File: config.mk
export PLATFORM = sky130hd
export DESIGN_NAME = rtc_bus_sequencer
export DESIGN_NICKNAME = d
export VERILOG_FILES = /design/src/rtl/rtc_bus_sequencer.sv
export SDC_FILE = /design/constraint.sdc
export NUM_CORES = 1
export LEC_CHECK = 0
export CAP_MARGIN = 20
export CORE_MARGIN = 4
export CORE_UTILIZATION = 30
export DETAILED_ROUTE_END_ITERATION = 10
export GPL_ROUTABILITY_DRIVEN = 0
export GPL_TIMING_DRIVEN = 1
export HOLD_SLACK_MARGIN = 0.02
export MAX_ROUTING_LAYER = met4
export PLACE_DENSITY = 0.63
export SLEW_MARGIN = 20
export SYNTH_ARGS = -nofsm -noshare
export SYNTH_HDL_FRONTEND = slang
export SYNTH_SLANG_ARGS = --single-unit
File: constraint.sdc
create_clock -name clk -period 3.58 [get_ports clk]
set_input_delay 0.537 -clock clk [delete_from_list [all_inputs] [get_ports clk]]
set_output_delay 0.537 -clock clk [all_outputs]
set_load 0.02 [all_outputs]
File: src/rtl/rtc_bus_sequencer.sv
// rtc_bus_sequencer: multiplexed address/data bus sequencer for the RTC with burst read/write
module rtc_bus_sequencer #(
    parameter int DW    = 8,
    parameter int AW    = 8,
    parameter int LW    = 4,
    parameter int CW    = 8,
    parameter int T_AS  = 10,
    parameter int T_AH  = 10,
    parameter int T_PW  = 10,
    parameter int T_REC = 10
) (
    input  logic          clk,
    input  logic          resetcounterdireccion,
    input  logic          start,
    input  logic          rnw,
    input  logic [AW-1:0] addr,
    input  logic [LW-1:0] len,
    input  logic [DW-1:0] wdata,
    input  logic          abort,
    input  logic [DW-1:0] bus_in,
    output logic [DW-1:0] bus_out,
    output logic          bus_oe,
    output logic          cs_n,
    output logic          rd_n,
    output logic          wr_n,
    output logic          as,
    output logic [DW-1:0] rdata,
    output logic          byte_strobe,
    output logic          busy,
    output logic          done
);
    typedef enum logic [2:0] {IDLE, ADDR, HOLD, CMD, REC, DONE} state_t;

    localparam logic [CW-1:0] L_AS  = CW'(T_AS - 1);
    localparam logic [CW-1:0] L_AH  = CW'(T_AH - 1);
    localparam logic [CW-1:0] L_PW  = CW'(T_PW - 1);
    localparam logic [CW-1:0] L_REC = CW'(T_REC - 1);

    state_t        state_q, state_d;
    logic [CW-1:0] cnt_q, cnt_d;
    logic [AW-1:0] addr_q, addr_d;
    logic [LW-1:0] rem_q, rem_d;
    logic          rnw_q, rnw_d, cancel_q, cancel_d;
    logic [DW-1:0] bus_out_q, bus_out_d, rdata_q, rdata_d;
    logic          bus_oe_q, bus_oe_d, cs_n_q, cs_n_d, rd_n_q, rd_n_d, wr_n_q, wr_n_d;
    logic          as_q, as_d, byte_strobe_q, byte_strobe_d, busy_q, busy_d, done_q, done_d;
    logic          last;

    assign last = cnt_q == '0;

    always_comb begin
        state_d       = state_q;
        cnt_d         = cnt_q - CW'(1);
        addr_d        = addr_q;
        rem_d         = rem_q;
        rnw_d         = rnw_q;
        cancel_d      = cancel_q;
        rdata_d       = rdata_q;
        byte_strobe_d = 1'b0;
        case (state_q)
            IDLE: if (start) begin
                state_d  = ADDR;
                cnt_d    = L_AS;
                addr_d   = addr;
                rnw_d    = rnw;
                rem_d    = len;
                cancel_d = 1'b0;
            end
            ADDR: if (abort) begin
                state_d  = REC;
                cnt_d    = L_REC;
                cancel_d = 1'b1;
            end else if (last) begin
                state_d = HOLD;
                cnt_d   = L_AH;
            end
            HOLD: if (abort) begin
                state_d  = REC;
                cnt_d    = L_REC;
                cancel_d = 1'b1;
            end else if (last) begin
                state_d = CMD;
                cnt_d   = L_PW;
            end
            CMD: if (abort || last) begin
                state_d       = REC;
                cnt_d         = L_REC;
                cancel_d      = cancel_q | abort;
                byte_strobe_d = !abort;
                rdata_d       = (rnw_q && !abort) ? bus_in : rdata_q;
            end
            REC: begin
                cancel_d = cancel_q | abort;
                if (last) begin
                    state_d = (rem_q != '0 && !cancel_d) ? ADDR : DONE;
                    cnt_d   = L_AS;
                    addr_d  = (rem_q != '0 && !cancel_d) ? addr_q + AW'(1) : addr_q;
                    rem_d   = (rem_q != '0 && !cancel_d) ? rem_q - LW'(1) : rem_q;
                end
            end
            DONE:    state_d = IDLE;
            default: state_d = IDLE;
        endcase
        as_d      = state_d == ADDR;
        cs_n_d    = state_d != CMD;
        rd_n_d    = !(state_d == CMD && rnw_d);
        wr_n_d    = !(state_d == CMD && !rnw_d);
        bus_oe_d  = state_d == ADDR || state_d == HOLD || (state_d == CMD && !rnw_d);
        busy_d    = state_d != IDLE;
        done_d    = state_d == DONE;
        // write data is taken from wdata only on the edge entering CMD, then held
        bus_out_d = (state_d == ADDR || state_d == HOLD) ? DW'(addr_d) :
                    (state_d == CMD && !rnw_d) ? (state_q == CMD ? bus_out_q : wdata) : '0;
    end

    always_ff @(posedge clk or negedge resetcounterdireccion) begin
        if (!resetcounterdireccion) begin
            state_q       <= IDLE;
            cnt_q         <= '0;
            addr_q        <= '0;
            rem_q         <= '0;
            rnw_q         <= 1'b0;
            cancel_q      <= 1'b0;
            rdata_q       <= '0;
            bus_out_q     <= '0;
            bus_oe_q      <= 1'b0;
            cs_n_q        <= 1'b1;
            rd_n_q        <= 1'b1;
            wr_n_q        <= 1'b1;
            as_q          <= 1'b0;
            byte_strobe_q <= 1'b0;
            busy_q        <= 1'b0;
            done_q        <= 1'b0;
        end else begin
            state_q       <= state_d;
            cnt_q         <= cnt_d;
            addr_q        <= addr_d;
            rem_q         <= rem_d;
            rnw_q         <= rnw_d;
            cancel_q      <= cancel_d;
            rdata_q       <= rdata_d;
            bus_out_q     <= bus_out_d;
            bus_oe_q      <= bus_oe_d;
            cs_n_q        <= cs_n_d;
            rd_n_q        <= rd_n_d;
            wr_n_q        <= wr_n_d;
            as_q          <= as_d;
            byte_strobe_q <= byte_strobe_d;
            busy_q        <= busy_d;
            done_q        <= done_d;
        end
    end

    assign bus_out     = bus_out_q;
    assign bus_oe      = bus_oe_q;
    assign cs_n        = cs_n_q;
    assign rd_n        = rd_n_q;
    assign wr_n        = wr_n_q;
    assign as          = as_q;
    assign rdata       = rdata_q;
    assign byte_strobe = byte_strobe_q;
    assign busy        = busy_q;
    assign done        = done_q;
endmodule

* Word level (Yosys, flattened, before mapping) *
Index checks and enable logic that the tools add are counted.

word-level totals
  logic and storage cells = 90
  flip-flop bits (word level) = 49
  bits of input ports = 33
  output and inout port bits = 24

operators by class
  multiplexer cells = 33
  bitwise logic cells = 1
  equal/unequal tests = 15
  reductions and logical operators = 22
  add/subtract/negate cells = 3

operators with widths
  cell                                              number
  2-to-1 mux 8 bit                                  10
  one-hot mux 8 bit (4 select lines)                1
  2-to-1 mux 3 bit                                  8
  one-hot mux 8 bit (2 select lines)                1
  one-hot mux 3 bit (5 select lines)                1
  == test 3 x 2 -> 1 bit, second input constant     4
  2-to-1 mux 4 bit                                  3
  adder 8 x 1 -> 8 bit, second input constant       1
  logical NOT 8 bit                                 1
  != test 2 bit, second input constant              4
  one-hot mux 4 bit (2 select lines)                1
  AND reduction 4 bit                               2
  nonzero test 4 bit                                2
  subtractor 8 x 1 -> 8 bit, second input constant  1
  2-to-1 mux 1 bit                                  7
  == test 3 x 1 -> 1 bit, second input constant     2
  == test 3 bit, second input constant              2
  logical NOT 1 bit                                 5
  logical AND 1 bit                                 4
  one-hot mux 1 bit (4 select lines)                1
  subtractor 4 x 1 -> 4 bit, second input constant  1
  logical NOT 3 bit                                 1
  logical OR 1 bit                                  3
  != test 3 x 2 -> 1 bit, second input constant     1
  other kinds (7)                                   7

* Logic depth before layout (Yosys ltp) *
Gate-level depths: netlist of the first run.

  depth in word-level cells = 10
  gate-level depth with buffers = 8
  mapped depth without buffers = 8

* Worst setup path before layout of the first run *
Ideal clock, no wire load.

  kind = flip-flop to flip-flop
  from = register state_q[1]
  to = register bus_out_q[6] (netlist: bus_out[6])
  library setup time = 0.121 ns
  path buffers = 1
  required time = 3.459 ns
  path slack = 1.310 ns
  stages on the path, launching flop included = 7
  period minus slack after synthesis = 2.270 ns
  arrival time = 2.148 ns
  cell sequence = dfrtp_1 clkbuf_8 nor4b_4 mux2_2 a211oi_4 nand2_1 o22a_1

on the way
  elaborated cells between the ends (all ways) = 24
  classes of those cells = eq/ne (8); mux (12); reduce/logical (4)

RTL lines
  item                    RTL line  source
  from (decl)             39        state_t state_q, state_d;
  from (signal assigned)  135       state_q <= state_d;
  logical NOT 3 bit (*)   60        case (state_q)
  2-to-1 mux 1 bit (*)    60
  via rnw_d               43        logic rnw_q, rnw_d, cancel_q, cancel_d;
  logical NOT 1 bit (*)   113       (state_d == CMD && !rnw_d) ? (state_q == CMD ? bus_out_q : wdata) : '0;
  logical AND 1 bit (*)   113
  2-to-1 mux 8 bit        113
  2-to-1 mux 8 bit        112       bus_out_d = (state_d == ADDR || state_d == HOLD) ? DW'(addr_d) :
  to (signal assigned)    142       bus_out_q <= bus_out_d;
  to (decl)               44        logic [DW-1:0] bus_out_q, bus_out_d, rdata_q, rdata_d;

Mark *: on every way through the listed nets, which the timed path passes. The rest lies on a longest branch.
A chain may end at the register's enable or synchronous reset.

* Final worst setup path of the first run *
  from = input start
  to = register bus_out_q[6] (netlist: bus_out[6])

on the way
  word-level cells in the longest chain between the ends = 6
  elaborated cells between the ends (all ways) = 15
  classes of those cells = eq/ne (4); mux (8); reduce/logical (3)

RTL lines
  item                   RTL line  source
  from (decl)            14        input logic start,
  2-to-1 mux 1 bit (*)   61        IDLE: if (start) begin
  2-to-1 mux 1 bit (*)   60
  via rnw_d              43
  logical NOT 1 bit (*)  113
  logical AND 1 bit (*)  113
  2-to-1 mux 8 bit       113
  2-to-1 mux 8 bit       112

Marks and branches as above.

==> flow_metrics.tcl, run 1 <==
set metrics [dict create \
    status "finished, final reports clean" \
    cts_sinks 49 \
    ant_nets 0 \
    hold_viol 0 \
    post-route-min-period_ps 2640 \
    critical_path_class "input pin to flop" \
    setup_tns_ps 0 \
    dp_cells 412 \
    synth-edff-count 0 \
    setup_violations 0 \
    num_antenna_cells 0 \
    grt_usage_pct 13.5 \
    cts_root_buf "clkbuf_8" \
    core_area_um2 8260 \
    crit_path_max_fanout 12 \
    crit-reg2reg-launch "cnt_q[0]" \
    synthCells 255 \
    pwr_density_cell_nw_per_um2 668 \
    portBuffers 56 \
    drc 0 \
    synth_top_area_share_pct 45.0 \
    slew_headroom_pct 57.3 \
    ios 57 \
    clkLatencyLatePin_ps 310 \
    grt_max_degree 50 \
    wire_per_inst_um 15.1 \
    hold_class "input pin to asynchronous set/reset pin" \
    syn_area_um2 2560 \
    post_cts_buffers 0 \
    cts_tree "built" \
    die_area_um2 10100 \
    p_leak_uw 0.00138 \
    min_period_over_period_pct 73.8 \
    drt_pass1_iterations 4 \
    grt_first_pass_wirelength_mm 10.5 \
    core.rowCount 33 \
    drive_gt1_share_pct 13.0 \
    synth_top_area_cell "dfrtp_1" \
    antenna_found_initial 0 \
    cap_viol_max_count 0 \
    fp.dieH_um 100 \
    htree_levels 2 \
    use_met3_pct 3.54 \
    avgViaCountPerCell 5.01 \
    area_delta_synth_final_pct 28.9 \
    yosysWarnings 0 \
    numCtsBuffers 5 \
    syn-num-nets 292 \
    dp_hpwl_mm 4.71 \
    cp_data_required_time_ps 3790 \
    vias 2106 \
    post_cts_resized 0 \
    avgSynthCellArea_um2 10.0 \
    yosys-top-cells-area "dfrtp_1, nor2_1, mux2_2" \
    use_met1_pct 16.8 \
    grt.met2_usage_pct 21.7 \
    seq_area_frac_synth_pct 48.1 \
    die_x_um 100 \
    cts_hold_buf 0 \
    rsz0062_at_grt "no" \
    initial_core_util_pct 31.0 \
    ys_seq_elements 49 \
    grt_busiest_layer "met2" \
    ys_async_sr_fraction_pct 100 \
    grt_pass1_vias 2165 \
    synth_cell_types 53 \
    cp-startpoint "start" \
    cp-end-kind "flop" \
    fin_cells 420 \
    finalNetCount 351 \
    ir_worst_vdd_uv 183 \
    worstMarginPinSlew_ps 641 \
    clk_pin_slew_worst_paths_ps 100 \
    cp.arrival_ps 2850 \
    max_freq_mhz 378 \
    grt-ovfl-total 0 \
    skew_ps 10.9 \
    drtIter0Drc 140 \
    cp-start-kind "input pin" \
    cts_buffer_depth 2 \
    ys.flop_type "dfrtp_1" \
    drv_slew 0 \
    drt_wl_total_mm 6.34 \
]
[state kept, by name (all words and copies together), names as in the netlist]
register	count
cnt_q	8
rdata	8
addr_q	8
bus_oe	1
done	1
cancel_q	1
wr_n	1
rd_n	1
as	1
cs_n	1
busy	1
byte_strobe	1
bus_out	8
rnw_q	1
rem_q	4
state_q	3
[per-layer routing]
layer / share of wire [%] / up-vias
li1: - / 1029
met1: 44 / 1006
met2: 48 / 63
met3: 6.3 / 8
met4: 1.5 / 0
met5: 0 / -
[where the power goes]
| group | switching [µW] | leakage, µW | internal, µW |
|---|---|---|---|
| Sequential | 184 | 0.000624 | 728 |
| Combinational | 525 | 0.000709 | 431 |
| Clock | 193 | 0.0000445 | 139 |
[cells in the final DEF (no fill, tap or decap), types with 5 or more instances in the layout]
cell type	instances
nor3_1	12
a21oi_1	18
inv_1	10
dfrtp_1	46
xnor2_1	5
mux2i_1	5
nand2_1	22
nor2_1	31
o21ai_0	17
mux2_2	9
nand3_1	9
clkdlybuf4s50_1	55
clkbuf_8	5
[final cells by class]
cell class / count / area, µm²
clock buffer: 5 / 68.8
tap: 105 / 131
clock inverter: 3 / 21.3
timing repair buffer: 59 / 581
fill: 828 / 4960
multi-input combinational: 189 / 1230
sequential: 49 / 1230
inverter: 10 / 37.5
[Yosys cell counts (3+ instances only)]
| library cell | n |
|---|---|
| a21oi_1 | 18 |
| a31oi_1 | 4 |
| and2_1 | 3 |
| and3_1 | 3 |
| and3_2 | 3 |
| clkbuf_8 | 3 |
| dfrtp_1 | 46 |
| dfstp_2 | 3 |
| ha_1 | 4 |
| inv_1 | 10 |
| mux2_2 | 9 |
| mux2i_1 | 5 |
| nand2_1 | 22 |
| nand2b_1 | 4 |
| nand3_1 | 9 |
| nor2_1 | 31 |
| nor3_1 | 12 |
| nor3b_1 | 3 |
| o21ai_0 | 17 |
| xnor2_1 | 5 |
[cells by family after synthesis]
family | count (synthesis) | share of synthesized area, %
AND/OR/NAND/NOR | 105 | 22.6
AO/OA/AOI/OAI | 59 | 15.1
flip-flops | 49 | 48.1
buffers and inverters | 17 | 3.96
multiplexers | 14 | 5.92
XOR/XNOR | 7 | 2.40
adder cells (fa/ha/maj) | 4 | 1.96
[worst paths after layout]
check,cells past startpoint,to,slack (ps)
min in group clk,1,cnt_q[0],480
max in group asynchronous,1,rnw_q,2920
worst max-delay path,6,bus_out[6],940
worst min-delay path,1,cnt_q[3],240
worst max register to register,8,bus_out[4],1000
worst min register to register,1,cnt_q[0],480
[per-stage QoR]
step	util, %	setup slack, ps	cell area (µm²)	power [µW]	hold slack (ps)
final	39.9	937	3300	2200	240
after CTS	39.9	959	3290	2220	475
after detailed placement	38.8	627	3200	1880	475
after global routing	39.9	777	3300	2370	293
after floorplan	-	1310	2560	1570	241
after global placement	38.8	686	3200	1870	453
[worst max-delay path, cell delays in order]
cell and delay (ps):
clkdlybuf4s50_1 720, nor4b_4 300, mux2_2 410, a211oi_4 360, nand2_1 270, o22a_1 260
(Power assumes the default switching activity.)
==> run 2, diff against run 1 <==
--- a/config.mk
+++ b/config.mk
@@ -13,7 +13,7 @@
 export GPL_TIMING_DRIVEN = 1
 export HOLD_SLACK_MARGIN = 0.02
 export MAX_ROUTING_LAYER = met4
-export PLACE_DENSITY = 0.63
+export PLACE_DENSITY = 0.65
 export SLEW_MARGIN = 20
 export SYNTH_ARGS = -nofsm -noshare
 export SYNTH_HDL_FRONTEND = slang
==> constraint.sdc (replaced) <==
create_clock -name clk -period 2.3 [get_ports clk]
set_input_delay 0.345 -clock clk [delete_from_list [all_inputs] [get_ports clk]]
set_output_delay 0.345 -clock clk [all_outputs]
set_load 0.02 [all_outputs]
==> run 2 against run 1 <==
  * Flip-flop and latch count unchanged
  * Non-clock buffer count rose by 29
  * Final area rose by 8.1%
  * Sequential power is 51% higher
  * Clock-buffer cell count did not move
  * Critical path type is now flop to flop
  * Total power is 69% higher
  * First-iteration DRC count rose by 12%
  * Core utilization up 3.2 points
  * Die area is the same
  * Global-route usage down 0.079 points
  * Combinational power up 90%
==> flow_metrics.tcl, run 2 (synthesized netlist as in run 1, its figures left out) <==
set metrics [dict create \
    ios 57 \
    fp.dieH_um 100 \
    cap_viol_max_count 0 \
    die_x_um 100 \
    worstMarginPinSlew_ps 415 \
    num_antenna_cells 0 \
    initial_core_util_pct 31.0 \
    cp.arrival_ps 2420 \
    path_cells "inv_1 > ha_4 > or4b_1 > nor2_1 > buf_4 > and3_4 > mux2i_2 > a31oi_1 > o22a_1" \
    crit_path_max_fanout 5 \
    cts_root_buf "clkbuf_8" \
    drv_slew 0 \
    drt_pass1_iterations 4 \
    cts_tree "built" \
    antenna_found_initial 0 \
    grt_first_pass_wirelength_mm 10.5 \
    drive_gt1_share_pct 21.8 \
    cp-end-kind "flop" \
    post-route-min-period_ps 2210 \
    rsz0062_at_grt "no" \
    drc 0 \
    cts_sinks 49 \
    clkLatencyLatePin_ps 310 \
    ant_nets 0 \
    setup_tns_ps 0 \
    core_area_um2 8260 \
    drtIter0Drc 157 \
    final_cell_mix "clkdlybuf4s50_1, dfrtp_1, buf_4" \
    reg2reg_slack_ps 90 \
    status "finished, final reports clean" \
    final_common_cell "clkdlybuf4s50_1" \
    die_area_um2 10100 \
    multi_input_area_um2 1270 \
    slew_headroom_pct 72.3 \
    portBuffers 56 \
    hold_class "input pin to asynchronous set/reset pin" \
    setup_violations 0 \
    cp-start-kind "flop" \
    crit-reg2reg-launch "cnt_q[0]" \
    wire_per_inst_um 14.5 \
    ir_worst_vdd_uv 337 \
    grt-ovfl-total 0 \
    htree_levels 2 \
    r2r-end "bus_out[6]" \
    grt_usage_pct 13.4 \
    hold-worst-slack_ps 499 \
    grt_pass1_vias 2202 \
    finalNetCount 380 \
    cp_slowest_cell "or4b_1" \
    cp_data_required_time_ps 2500 \
    vias 2231 \
    pwr_density_cell_nw_per_um2 1040 \
    hold_viol 0 \
    area_delta_synth_final_pct 39.3 \
    dp_hpwl_mm 4.93 \
    max_freq_mhz 452 \
    r2r_cells 9 \
    skew_ps 7.49 \
    p_leak_uw 0.00153 \
    regArea_um2 1230 \
    min_period_over_period_pct 96.2 \
    n_fill_cell 816 \
    critical_path_class "flop to flop" \
    avgViaCountPerCell 4.97 \
    cts_buffer_depth 2 \
    drt_wl_total_mm 6.51 \
    max_stage_delay_ps 450 \
    core.rowCount 33 \
    grt_max_degree 21 \
    clk_pin_slew_worst_paths_ps 90 \
    numCtsBuffers 5 \
]
[run 2: worst max-delay path by stage]
stage,start,end,slack (ps),depth (start not counted)
finish,cnt_q[0],bus_out[6],90,9
global route,cnt_q[1],bus_out[6],8,9
CTS,cnt_q[1],bus_out[6],50,9
detailed placement,start,bus_out[6],2,6
global placement,start,bus_out[6],10,6
floorplan,state_q[1],bus_out[6],30,6
[run 2: where the power goes]
group          switching, µW  internal (µW)  total [µW]
clock                    301            220         521
combinational            930            887        1820
sequential               247           1130        1380
total                   1480           2240        3720
[run 2: area by class of cell]
cell class	instances	area share, %
clock buffers	5	1.93
clock inverters	3	0.702
inverters	10	1.05
multi-input cells	189	35.7
flip-flops and latches	49	34.5
well taps	105	3.69
repair buffers	88	22.4
[run 2: what timing repair did]
item	4_1_cts	5_1_grt
hold endpoints to repair	15	0
endpoints found under the setup margin	0	12
setup buffers	0	0
resized for setup	0	9
hold buffers	1	0
[run 2: critical path, delay by kind of cell, from the launching register on]
| kind | cells | cell delay [ps] |
|---|---|---|
| compound gates | 2 | 320 |
| fa+ha+maj | 1 | 160 |
| buf+inv | 2 | 280 |
| flops | 1 | 390 |
| mux | 1 | 220 |
| simple gates | 3 | 750 |
[run 2: layer usage]
layer	routed length, µm	GRT usage (%)	share of wire, %	vias to the layer above
met5	0	-	0	-
met4	59	3.21	0.91	0
li1	-	-	-	1095
met2	3140	21.5	48	78
met1	2910	17.2	45	1052
met3	395	2.99	6.1	6
[run 2: through the flow]
step	std cells	area (µm²)	total power, µW	worst slack [ps]	util (%)
floorplan	255	2560	2440	30.4	-
global placement	440	3410	3120	14.9	41.3
detailed placement	440	3410	3160	1.71	41.3
CTS	449	3520	3710	53.4	42.6
global route	449	3560	3980	8.22	43.1
finish	449	3560	3720	87.3	43.1
==> run 3, diff against run 2 <==
--- a/config.mk
+++ b/config.mk
@@ -5,7 +5,8 @@
 export SDC_FILE = /design/constraint.sdc
 export NUM_CORES = 1
 export LEC_CHECK = 0
-export CAP_MARGIN = 20
+export CAP_MARGIN = 0
+export CORE_ASPECT_RATIO = 0.7
 export CORE_MARGIN = 4
 export CORE_UTILIZATION = 30
 export DETAILED_ROUTE_END_ITERATION = 10
==> run 3 against run 2 <==
  * Setup slack better by 32 ps
  * Sequential share of layout area down 0.37 points
  * Clock-buffer cell count up 1
  * Routed wire length up 0.22%
  * Worst hold slack worse by 340 ps
  * Clock skew down 1.4 ps
  * Total power up 8.2%
  * Global-route usage up 0.41 points
  * Flip-flop and latch count unchanged
==> flow_metrics.tcl, run 3 (synthesized netlist as in run 1, its figures left out) <==
set metrics [dict create \
    r2r-end "bus_out[6]" \
    avgViaCountPerCell 4.89 \
    dp_hpwl_mm 4.92 \
    wire_per_inst_um 14.8 \
    reg2reg_slack_ps 120 \
    final_common_cell "clkdlybuf4s50_1" \
    grt_busiest_layer "met1" \
    cp-start-kind "flop" \
    ios 57 \
    die_x_um 118 \
    ir_worst_vdd_uv 469 \
    crit_path_max_fanout 4 \
    crit-reg2reg-launch "cnt_q[0]" \
    finalNetCount 377 \
    numCtsBuffers 5 \
    grt_usage_pct 13.8 \
    core.rowCount 27 \
    drive_gt1_share_pct 21.7 \
    drc 0 \
    final_core_util_pct 44.6 \
    area_delta_synth_final_pct 40.8 \
    grt_pass1_vias 2221 \
    cts_root_buf "clkbuf_16" \
    cts_buffer_depth 2 \
    max_freq_mhz 459 \
    cp_data_required_time_ps 2490 \
    use_met1_pct 19.6 \
    core_area_um2 8070 \
    use_met3_pct 3.66 \
    slew_headroom_pct 58.1 \
    cap_viol_max_count 0 \
    clkLatencyLatePin_ps 300 \
    cp.arrival_ps 2370 \
    grt_max_degree 50 \
    min_period_over_period_pct 94.8 \
    hold_class "input pin to asynchronous set/reset pin" \
    vias 2163 \
    hold_viol 0 \
    initial_core_util_pct 31.7 \
    p_leak_uw 0.00154 \
    cts_sinks 49 \
    drt_pass1_iterations 4 \
    antenna_found_initial 0 \
    num_antenna_cells 0 \
    drt_wl_total_mm 6.52 \
    clk_pin_slew_worst_paths_ps 70 \
    worst_slack_ps 120 \
    status "finished, final reports clean" \
    cp-end-kind "flop" \
    setup_violations 0 \
    cts_tree "built" \
    htree_levels 2 \
    die_area_um2 10100 \
    post_cts_buffers 0 \
    pwr_density_cell_nw_per_um2 1120 \
    grt-ovfl-total 0 \
    ant_nets 0 \
    post-route-min-period_ps 2180 \
    setup_tns_ps 0 \
    drv_slew 0 \
    drtIter0Drc 126 \
    r2r_cells 8 \
    cts_hold_buf 0 \
    grt.met2_usage_pct 19.4 \
    worstMarginPinSlew_ps 628 \
    grt_first_pass_wirelength_mm 10.9 \
    fp.dieH_um 85.3 \
    portBuffers 56 \
    skew_ps 6.13 \
    place_ws_ps -43.5 \
    critical_path_class "flop to flop" \
    final_cell_mix "clkdlybuf4s50_1, dfrtp_1, nor2_1" \
]
==> run 3: cell types whose count changed in the layout (fill, tap and decap cells not counted), sizes merged <==
cell,previous run,this run
buf,32,30
bufinv,0,1
clkbuf,5,6
clkinv,1,0
dlygate4sd3,1,0
inv,11,10
==> run 3: metrics by stage <==
stage | hold WS (ps) | total power [µW] | instance area [µm²] | instances
5_1_grt | 217 | 4320 | 3600 | 442
3_3_place_gp | 482 | 3100 | 3390 | 434
4_1_cts | 178 | 4030 | 3570 | 442
3_5_place_dp | 493 | 3130 | 3390 | 434
2_1_floorplan | 49.4 | 2440 | 2560 | 255
6_report | 154 | 4020 | 3600 | 442
==> run 3: how the worst max path moves through the flow <==
| stage | slack [ps] | startpoint | cells after the start | to |
|---|---|---|---|---|
| finish | 120 | cnt_q[0] | 8 | bus_out[6] |
| global route | -6 | cnt_q[0] | 8 | bus_out[7] |
| CTS | 30 | cnt_q[0] | 8 | rdata[3] |
| detailed placement | -40 | start | 6 | bus_out[6] |
| global placement | -20 | start | 6 | bus_out[6] |
| floorplan | 30 | state_q[1] | 6 | bus_out[6] |
==> run 3: repair_timing <==
item / 4_1_cts / 5_1_grt
pin swaps: 0 / 2
gates resized for setup: 1 / 8
setup endpoints to repair: 9 / 16
==> run 3: layout make-up <==
| class | count | area [µm²] |
|---|---|---|
| Clock inverter | 2 | 37.5 |
| Sequential cell | 49 | 1230 |
| Tap cell | 101 | 126 |
| Clock buffer | 6 | 139 |
| Fill cell | 797 | 4470 |
| Timing Repair Buffer | 85 | 777 |
| Inverter | 10 | 37.5 |
| Multi-Input combinational cell | 189 | 1250 |
==> run 3: metal layers <==
metal	vias to the layer above	wire length (µm)	part of all wire, %
li1	1077	-	-
met1	1021	3320	51
met2	57	2790	43
met3	8	332	5.1
met4	0	75	1.2
met5	-	0	0
==> run 3: power by group <==
group | internal (µW) | switching [µW]
Sequential | 1140 | 250
Clock | 543 | 332
Combinational | 859 | 905
==> run 3: critical path: stages (launching register included) <==
cell and delay (ps):
dfrtp_1 380, inv_1 90, ha_2 210, or4b_4 490
nor2_4 130, and3_1 220, mux2i_2 250, a31oi_1 120
o22a_1 180
